===== config.mk =====
export PLATFORM = sky130hd
export DESIGN_NAME = xalu_ise_arb
export DESIGN_NICKNAME = d
export VERILOG_FILES = /design/src/rtl/xalu_ise_arb.sv
export SDC_FILE = /design/constraint.sdc
export NUM_CORES = 1
export LEC_CHECK = 0
export ABC_AREA = 1
export BUFFER_PORTS_ARGS = -buffer_cell sky130_fd_sc_hd__buf_4
export CAP_MARGIN = 0
export CORE_ASPECT_RATIO = 1.25
export CORE_MARGIN = 2
export CORE_UTILIZATION = 40
export DETAILED_ROUTE_END_ITERATION = 7
export GPL_ROUTABILITY_DRIVEN = 0
export GPL_TIMING_DRIVEN = 0
export PLACE_DENSITY = 0.72
export SLEW_MARGIN = 20
export SYNTH_ARGS = -nofsm -noshare
export SYNTH_HDL_FRONTEND = slang
export SYNTH_SLANG_ARGS = --single-unit
export TNS_END_PERCENT = 10

===== constraint.sdc =====
create_clock -name ise_clk -period 1.8 [get_ports ise_clk]
set_clock_uncertainty 0.05 [all_clocks]
set_input_delay 0.09 -clock ise_clk [delete_from_list [all_inputs] [get_ports ise_clk]]
set_output_delay 0.09 -clock ise_clk [all_outputs]
set_load 0.005 [all_outputs]

===== src/rtl/xalu_ise_arb.sv =====
// ---------------------------------------------------------------------------
// xalu_ise_arb
// Two-requester arbiter in front of a single custom-instruction datapath.
// One operation is in flight at a time: IDLE accepts a request, ISSUE drives
// the datapath for exactly one cycle, RESP returns the result to the grantee.
//
// Configuration macro: ROMULUS_ISE_ARB_RR_EN
//   defined   -> round-robin arbitration when both requesters are valid
//   undefined -> fixed priority, PRI_REQ wins (no last-grant pointer)
//
// Ports
//   ise_clk, ise_rst        clock, synchronous active-low reset
//   rN_valid / rN_ready     request handshake for requester N (N=0,1)
//   rN_fn, rN_imm           opcode (bits [1:0] pick CUSTOM_0..3) and funct imm
//   rN_in1, rN_in2          source operands
//   rN_rsp_valid/ready      response handshake for requester N
//   rN_rsp_data, rN_rsp_err result, and flag for an opcode the datapath rejected
//   dp_fn/imm/in1/in2/val   operation driven to the datapath
//   dp_oval, dp_out         datapath decode-accept and result (combinational)
//   busy                    high whenever the FSM is not IDLE
// ---------------------------------------------------------------------------
module xalu_ise_arb #(
  parameter logic PRI_REQ = 1'b0
) (
  input  logic        ise_clk,
  input  logic        ise_rst,
  input  logic        r0_valid,
  output logic        r0_ready,
  input  logic [5:0]  r0_fn,
  input  logic [6:0]  r0_imm,
  input  logic [31:0] r0_in1,
  input  logic [31:0] r0_in2,
  output logic        r0_rsp_valid,
  input  logic        r0_rsp_ready,
  output logic [31:0] r0_rsp_data,
  output logic        r0_rsp_err,
  input  logic        r1_valid,
  output logic        r1_ready,
  input  logic [5:0]  r1_fn,
  input  logic [6:0]  r1_imm,
  input  logic [31:0] r1_in1,
  input  logic [31:0] r1_in2,
  output logic        r1_rsp_valid,
  input  logic        r1_rsp_ready,
  output logic [31:0] r1_rsp_data,
  output logic        r1_rsp_err,
  output logic [5:0]  dp_fn,
  output logic [6:0]  dp_imm,
  output logic [31:0] dp_in1,
  output logic [31:0] dp_in2,
  output logic        dp_val,
  input  logic        dp_oval,
  input  logic [31:0] dp_out,
  output logic        busy
);

  typedef enum logic [1:0] {
    IDLE  = 2'd0,
    ISSUE = 2'd1,
    RESP  = 2'd2
  } state_t;

  state_t state;
  logic   gnt;
  logic   sel;
  logic   accept;
  logic   rsp_take;

`ifdef ROMULUS_ISE_ARB_RR_EN
  // rr_seen stays low until the first acceptance after reset, so the very
  // first contested grant goes to PRI_REQ rather than away from it.
  logic   last_gnt;
  logic   rr_seen;
`endif

  // Arbitration: a lone valid requester always wins; a contest is settled by
  // fixed priority or, when enabled, by the requester not granted last.
  always_comb begin
    sel = PRI_REQ;
    if (r0_valid && !r1_valid) begin
      sel = 1'b0;
    end else if (r1_valid && !r0_valid) begin
      sel = 1'b1;
    end else begin
`ifdef ROMULUS_ISE_ARB_RR_EN
      if (rr_seen) begin
        sel = ~last_gnt;
      end
`endif
    end
  end

  // Ready is gated with reset so nothing looks accepted while reset is held.
  assign accept   = (state == IDLE) && ise_rst && (r0_valid || r1_valid);
  assign r0_ready = accept && !sel;
  assign r1_ready = accept && sel;
  assign rsp_take = gnt ? r1_rsp_ready : r0_rsp_ready;

  // The dp_* registers double as the issue register: loaded on acceptance,
  // presented during ISSUE, and cleared when leaving ISSUE.
  always_ff @(posedge ise_clk) begin
    if (!ise_rst) begin
      state        <= IDLE;
      gnt          <= PRI_REQ;
      dp_val       <= 1'b0;
      dp_fn        <= '0;
      dp_imm       <= '0;
      dp_in1       <= '0;
      dp_in2       <= '0;
      r0_rsp_valid <= 1'b0;
      r0_rsp_data  <= '0;
      r0_rsp_err   <= 1'b0;
      r1_rsp_valid <= 1'b0;
      r1_rsp_data  <= '0;
      r1_rsp_err   <= 1'b0;
      busy         <= 1'b0;
`ifdef ROMULUS_ISE_ARB_RR_EN
      last_gnt     <= PRI_REQ;
      rr_seen      <= 1'b0;
`endif
    end else begin
      case (state)
        IDLE: begin
          if (accept) begin
            gnt    <= sel;
            dp_val <= 1'b1;
            dp_fn  <= sel ? r1_fn  : r0_fn;
            dp_imm <= sel ? r1_imm : r0_imm;
            dp_in1 <= sel ? r1_in1 : r0_in1;
            dp_in2 <= sel ? r1_in2 : r0_in2;
            busy   <= 1'b1;
            state  <= ISSUE;
`ifdef ROMULUS_ISE_ARB_RR_EN
            last_gnt <= sel;
            rr_seen  <= 1'b1;
`endif
          end
        end
        ISSUE: begin
          dp_val <= 1'b0;
          dp_fn  <= '0;
          dp_imm <= '0;
          dp_in1 <= '0;
          dp_in2 <= '0;
          // A rejected opcode returns zero data with the error flag set.
          if (gnt) begin
            r1_rsp_valid <= 1'b1;
            r1_rsp_data  <= dp_oval ? dp_out : 32'd0;
            r1_rsp_err   <= ~dp_oval;
          end else begin
            r0_rsp_valid <= 1'b1;
            r0_rsp_data  <= dp_oval ? dp_out : 32'd0;
            r0_rsp_err   <= ~dp_oval;
          end
          state <= RESP;
        end
        RESP: begin
          if (rsp_take) begin
            r0_rsp_valid <= 1'b0;
            r0_rsp_data  <= '0;
            r0_rsp_err   <= 1'b0;
            r1_rsp_valid <= 1'b0;
            r1_rsp_data  <= '0;
            r1_rsp_err   <= 1'b0;
            busy         <= 1'b0;
            state        <= IDLE;
          end
        end
        default: state <= IDLE;
      endcase
    end
  end

endmodule


==> results of run 1 <==
==> layout make-up <==
class / instances / area, sq um
diodes: 1 / 2.50
flip-flops and latches: 150 / 3000
clock buffers: 21 / 470
fillers: 1382 / 5020
plain buffers: 79 / 379
well taps: 220 / 275
repair buffers: 492 / 4070
multi-input cells: 815 / 3430
clock inverters: 8 / 125
inverters: 35 / 131
==> per-layer routing <==
layer  part of all wire (%)  global-route usage, %  vias up
li1                       -                      -     4399
met3                    8.4                   9.38       96
met4                    5.6                   17.4        0
met5                      0                      0        -
met1                     36                   32.6     4163
met2                     50                   54.7      419
==> kinds of logic after synthesis <==
| group | count (synthesis) | share of synthesized area (%) |
|---|---|---|
| AND/OR/NAND/NOR | 707 | 41.6 |
| flip-flops | 150 | 43.4 |
| buffers and inverters | 114 | 7.18 |
| AO/OA/AOI/OAI | 108 | 7.81 |
==> per-stage QoR <==
step,power (W),std cells,cell area [sq um],worst slack (ns)
floorplan,0.00478,1079,6920,0.451
global placement,0.00582,1638,9740,0.0933
detailed placement,0.00584,1638,9740,0.0936
CTS,0.00978,1817,11800,0.00225
global route,0.0102,1820,11900,-0.00865
finish,0.00983,1821,11900,0.110
==> state kept, by name, summed over array words and instances (netlist names), 2 cells and up <==
name and count:
dp_in1 32, r0_rsp_data 32, r1_rsp_data 32, dp_imm 7, dp_fn 6, dp_in2 32, state 2
==> power breakdown <==
part	total, W	leakage (nW)	switching (W)	internal [W]
logic	0.00241	4.36	0.00116	0.00126
registers	0.00375	1.23	0.000157	0.00359
clock network	0.00367	0.291	0.00140	0.00227
total	0.00983	5.88	0.00272	0.00712
==> worst register-to-register path: cells and delay by family, from the launching register on <==
kind / cells / cell delay, ns
AOI/OAI and AO/OA: 1 / 0.07
buffers and inverters: 2 / 0.48
and+or+nand+nor: 3 / 0.55
DFF: 1 / 0.35
==> timing repair <==
| item | in CTS | in global routing |
|---|---|---|
| setup endpoints to repair | 1 | 34 |
| hold buffers | 149 | 1 |
| pin swaps | 1 | 2 |
| setup buffers | 1 | 2 |
| endpoints found under the hold margin | 87 | 1 |
| gates resized for setup | 1 | 9 |
==> synth_stat cells (all sizes together) <==
cell type  number
a21oi         107
and2            1
buf            45
clkbuf         34
dfxtp         150
inv            35
nand2         462
nand3          85
nand3b         24
nor2          135
o21ai           1
==> worst max path at each step <==
stage                  start              end  slack, ns
global route        r0_valid       dp_in1[10]     -0.009
floorplan           state[1]  r1_rsp_data[16]       0.45
global placement    state[0]       dp_in1[18]       0.09
CTS                 state[0]       dp_in1[18]      0.002
detailed placement  state[0]       dp_in1[18]       0.09
finish              state[0]         r1_ready       0.11
==> impl_metrics.ini, run 1 <==
[worst_setup_path]
crit_chain = nor2_2 -> nand2_2 -> nor2_4 -> buf_6 -> nand2_1 -> inv_1 -> buf_4
critPathKind = flip-flop to output pin
cp-end-kind = output pin
critPathMaxFanout = 10
reg2reg_depth = 6
cp_top_family = simple AND/OR/NAND/NOR gates
ff2ff_setup_slack_ns = 0.16
start_kind = flip-flop
slowest_delay_ns = 0.35
timing.rr.start = state[0]
cp.depth = 7
path_buf_inv = 3
required_ns = 1.66
worstReg2RegEnd = dp_in1[26]
cp.arrival_ns = 1.55
cpMaxStageDelayCell = dfxtp_2

[min_path]
hold_path_depth = 5
hold_path_class = input pin to flip-flop
hold_start = dp_out[15]
whs_endpoint = r1_rsp_data[15]

[floorplanning]
rows = 53
dieArea_sq_um = 18400
ioPinCount = 342
start_util_pct = 40.9
core_area_sq_um = 16900
die_height_um = 151
die_w_um = 122

[sta]
drv_slew = 0
setup_violations = 0
hold_slack_ns = 0.00740
fmax_mhz = 592
rsz0062_at_grt = true
worst-slew-pin-transition_ns = 0.749
hold_viol_final = 0
fin_crit_ns = 1.69
slew_headroom_pct = 50.0
setup_tns_ns = 0
min_period_over_period_pct = 93.9

[yosys]
synth_warnings = 0
synthDistinctLibCells = 17
yosysSeqAreaShare_pct = 43.4
synthCells = 1079
ys_ff_latch = 150
syn_area_sq_um = 6920
syn_nets = 1272
synth_top_area_share_pct = 43.4
synth_area_leaders = dfxtp_1 (43%), nand2_1 (25%), a21oi_1 (7.7%)
yosys.area.top_type = dfxtp_1
syn_avg_cell_area_sq_um = 6.42

[drt]
vias = 9077
routed_via_density = 4.98
dr.pass1.iters = 5
ant_nets = 0
wl_per_cell_um = 16.1
finalWirelength_um = 29200
first_iter_violations = 543
drc = 0

[placement]
io_buffers = 339
dp_hpwl_um = 20500

[finish]
fin_util_pct = 70.3
final_common_cell = nand2_1
mostFrequentLayoutCells = nand2_1 (458), buf_4 (350), dlygate4sd3_1 (150), dfxtp_1 (149), nor2_1 (129)
finalNetCount = 1783
syn_to_final_growth_pct = 71.7
drive_above_1_share_pct = 26.6

[clock_network]
clock-sinks = 150
cts_tree = done
clock_path_buffers = 2
clk_pin_slew_worst_paths_ns = 0.06
cts-root-buf = clkbuf_16
htreeDepth = 4
clk_latency_ns = 0.42
cts_made_buffers = 17

[grt]
grt_pass1_vias = 8789
antenna_found_initial = 0
grt_pass1_wl_um = 44100
grt-ovfl-total = 0
track_usage_pct = 30.9
grt_max_degree = 17

[status]
status = finished clean

[power_and_ir_drop]
p_per_area_nw_per_um2 = 827
peakVddDrop_mv = 0.546
power_leakage_nw = 5.88

[flow_run]
cap_violations = 0
Note: power is estimated with default switching activity, not from simulation.
==> inputs of run 2 (changes only) <==
- clock period: 1.8 -> 1.59 ns (I/O delays scaled with it)
==> run 2 against run 1 <==
Against the previous run:
- sequential power is 13% higher
- clock power is 13% higher
- critical path depth increased by 1
- final area increased by 1.8%
- highest routed layer unchanged
==> impl_metrics.ini, run 2 (synthesized netlist as in run 1, its figures left out) <==
[sta]
rsz0062_at_grt = true
hold_viol_final = 0
worst-slew-pin-transition_ns = 0.736
slew_headroom_pct = 50.9
setup_slack_ns = 0.0431
drv_slew = 0
fin_crit_ns = 1.55
fmax_mhz = 646
min_period_over_period_pct = 97.3
setup_violations = 0

[clock_network]
cts_made_buffers = 17
clk_latency_ns = 0.42
cts-root-buf = clkbuf_16
clock-sinks = 150
clk_pin_slew_worst_paths_ns = 0.06
htreeDepth = 4
cts_tree = done
clock_path_buffers = 2

[floorplanning]
dieArea_sq_um = 18400
core_area_sq_um = 16900
start_util_pct = 40.9
die_height_um = 151
ioPinCount = 342
rows = 53
die_w_um = 122

[finish]
fin_util_pct = 71.5
final_cell_area_sq_um = 12100
syn_to_final_growth_pct = 74.8
finalNetCount = 1796
mostFrequentLayoutCells = nand2_1 (455), buf_4 (353), dlygate4sd3_1 (161), dfxtp_1 (147), nor2_1 (126)
drive_above_1_share_pct = 27.7
final_common_cell = nand2_1

[drt]
ant_nets = 0
drc = 0
vias = 9194
dr.pass1.iters = 5
finalWirelength_um = 29600
wl_per_cell_um = 16.2
first_iter_violations = 604
routed_via_density = 5.01

[worst_setup_path]
critPathKind = flip-flop to flip-flop
required_ns = 1.88
critPathMaxFanout = 10
start_kind = flip-flop
cp.arrival_ns = 1.83
cp-end-kind = flip-flop

[grt]
grt_pass1_wl_um = 44700
track_usage_pct = 31.4
grt-ovfl-total = 0
grt_pass1_vias = 8907
antenna_found_initial = 0
grt_max_degree = 17

[placement]
dpl_cell_area_sq_um = 9740
place_ws_ns = -0.116
dp_hpwl_um = 20500
io_buffers = 339

[status]
status = finished clean

[min_path]
hold_path_class = input pin to flip-flop

[flow_run]
cap_violations = 0

[power_and_ir_drop]
p_per_area_nw_per_um2 = 924
peakVddDrop_mv = 0.622
p_total_w = 0.0112
power_leakage_nw = 5.99
-- run 2: changes by cell type in the layout (fill, tap and decap cells not counted), moves of 2 or more --
cell / before / now
dlygate4sd3_1: 150 / 161
nor2_1: 129 / 126
clkbuf_2: 2 / 9
buf_4: 350 / 353
buf_2: 28 / 22
nor2_4: 2 / 5
buf_6: 1 / 3
dfxtp_1: 149 / 147
clkbuf_1: 34 / 27
nand2_1: 458 / 455
clkbuf_4: 2 / 6
nand2_4: 0 / 2
-- run 2: power breakdown --
| part | total, W | internal [W] | switching [W] |
|---|---|---|---|
| Sequential | 0.00424 | 0.00406 | 0.000180 |
| Combinational | 0.00279 | 0.00146 | 0.00133 |
| Clock | 0.00415 | 0.00257 | 0.00158 |
-- run 2: cell type report --
type / count / area [sq um]
fillers: 1355 / 4810
repair buffers: 505 / 4200
multi-input cells: 815 / 3470
flip-flops and latches: 150 / 3010
clock buffers: 21 / 470
plain buffers: 79 / 410
well taps: 220 / 275
inverters: 35 / 134
clock inverters: 8 / 125
diodes: 1 / 2.50
-- run 2: worst max-delay path, stage by stage (launching register included) --
cell     delay, ns
dfxtp_4       0.37
nor2_4        0.13
nand2_2       0.08
nor2_4        0.09
buf_4         0.14
buf_4         0.13
buf_2         0.21
nand2_1       0.08
a21oi_1       0.16
-- run 2: path summary, 6_finish.rpt --
| check | slack, ns | cells past startpoint | start | endpoint |
|---|---|---|---|---|
| worst max-delay path | 0.04 | 8 | state[0] | dp_in2[16] |
| worst min-delay path | 0.009 | 5 | dp_out[20] | r1_rsp_data[20] |
| worst max register to register | 0.04 | 8 | state[0] | dp_in2[16] |
| worst min register to register | 0.42 | 2 | busy | busy |
-- run 2: per-layer routing --
metal  global-route usage, %  vias up  wire length (um)
li1                        -     4426                 -
met1                    33.2     4196             10600
met2                    55.4      466             14600
met3                    9.26      106              2700
met4                    18.0        0              1710
met5                       0        -                 0
-- run 2: timing repair --
action                                  CTS  global route
buffers inserted                          4             1
hold endpoints to repair                 94             0
gates resized for setup                  10            42
endpoints found under the setup margin   43           124
pin swaps                                 2             2
hold buffers                            161             0
-- run 2: metrics by stage --
step           cells  setup TNS, ns  hold slack (ns)
2_1_floorplan   1079              0            0.206
4_1_cts         1832         -0.347         0.000110
3_5_place_dp    1638          -2.70            0.375
3_3_place_gp    1638          -1.93            0.363
5_1_grt         1833         -0.425           0.0126
6_report        1834              0          0.00862
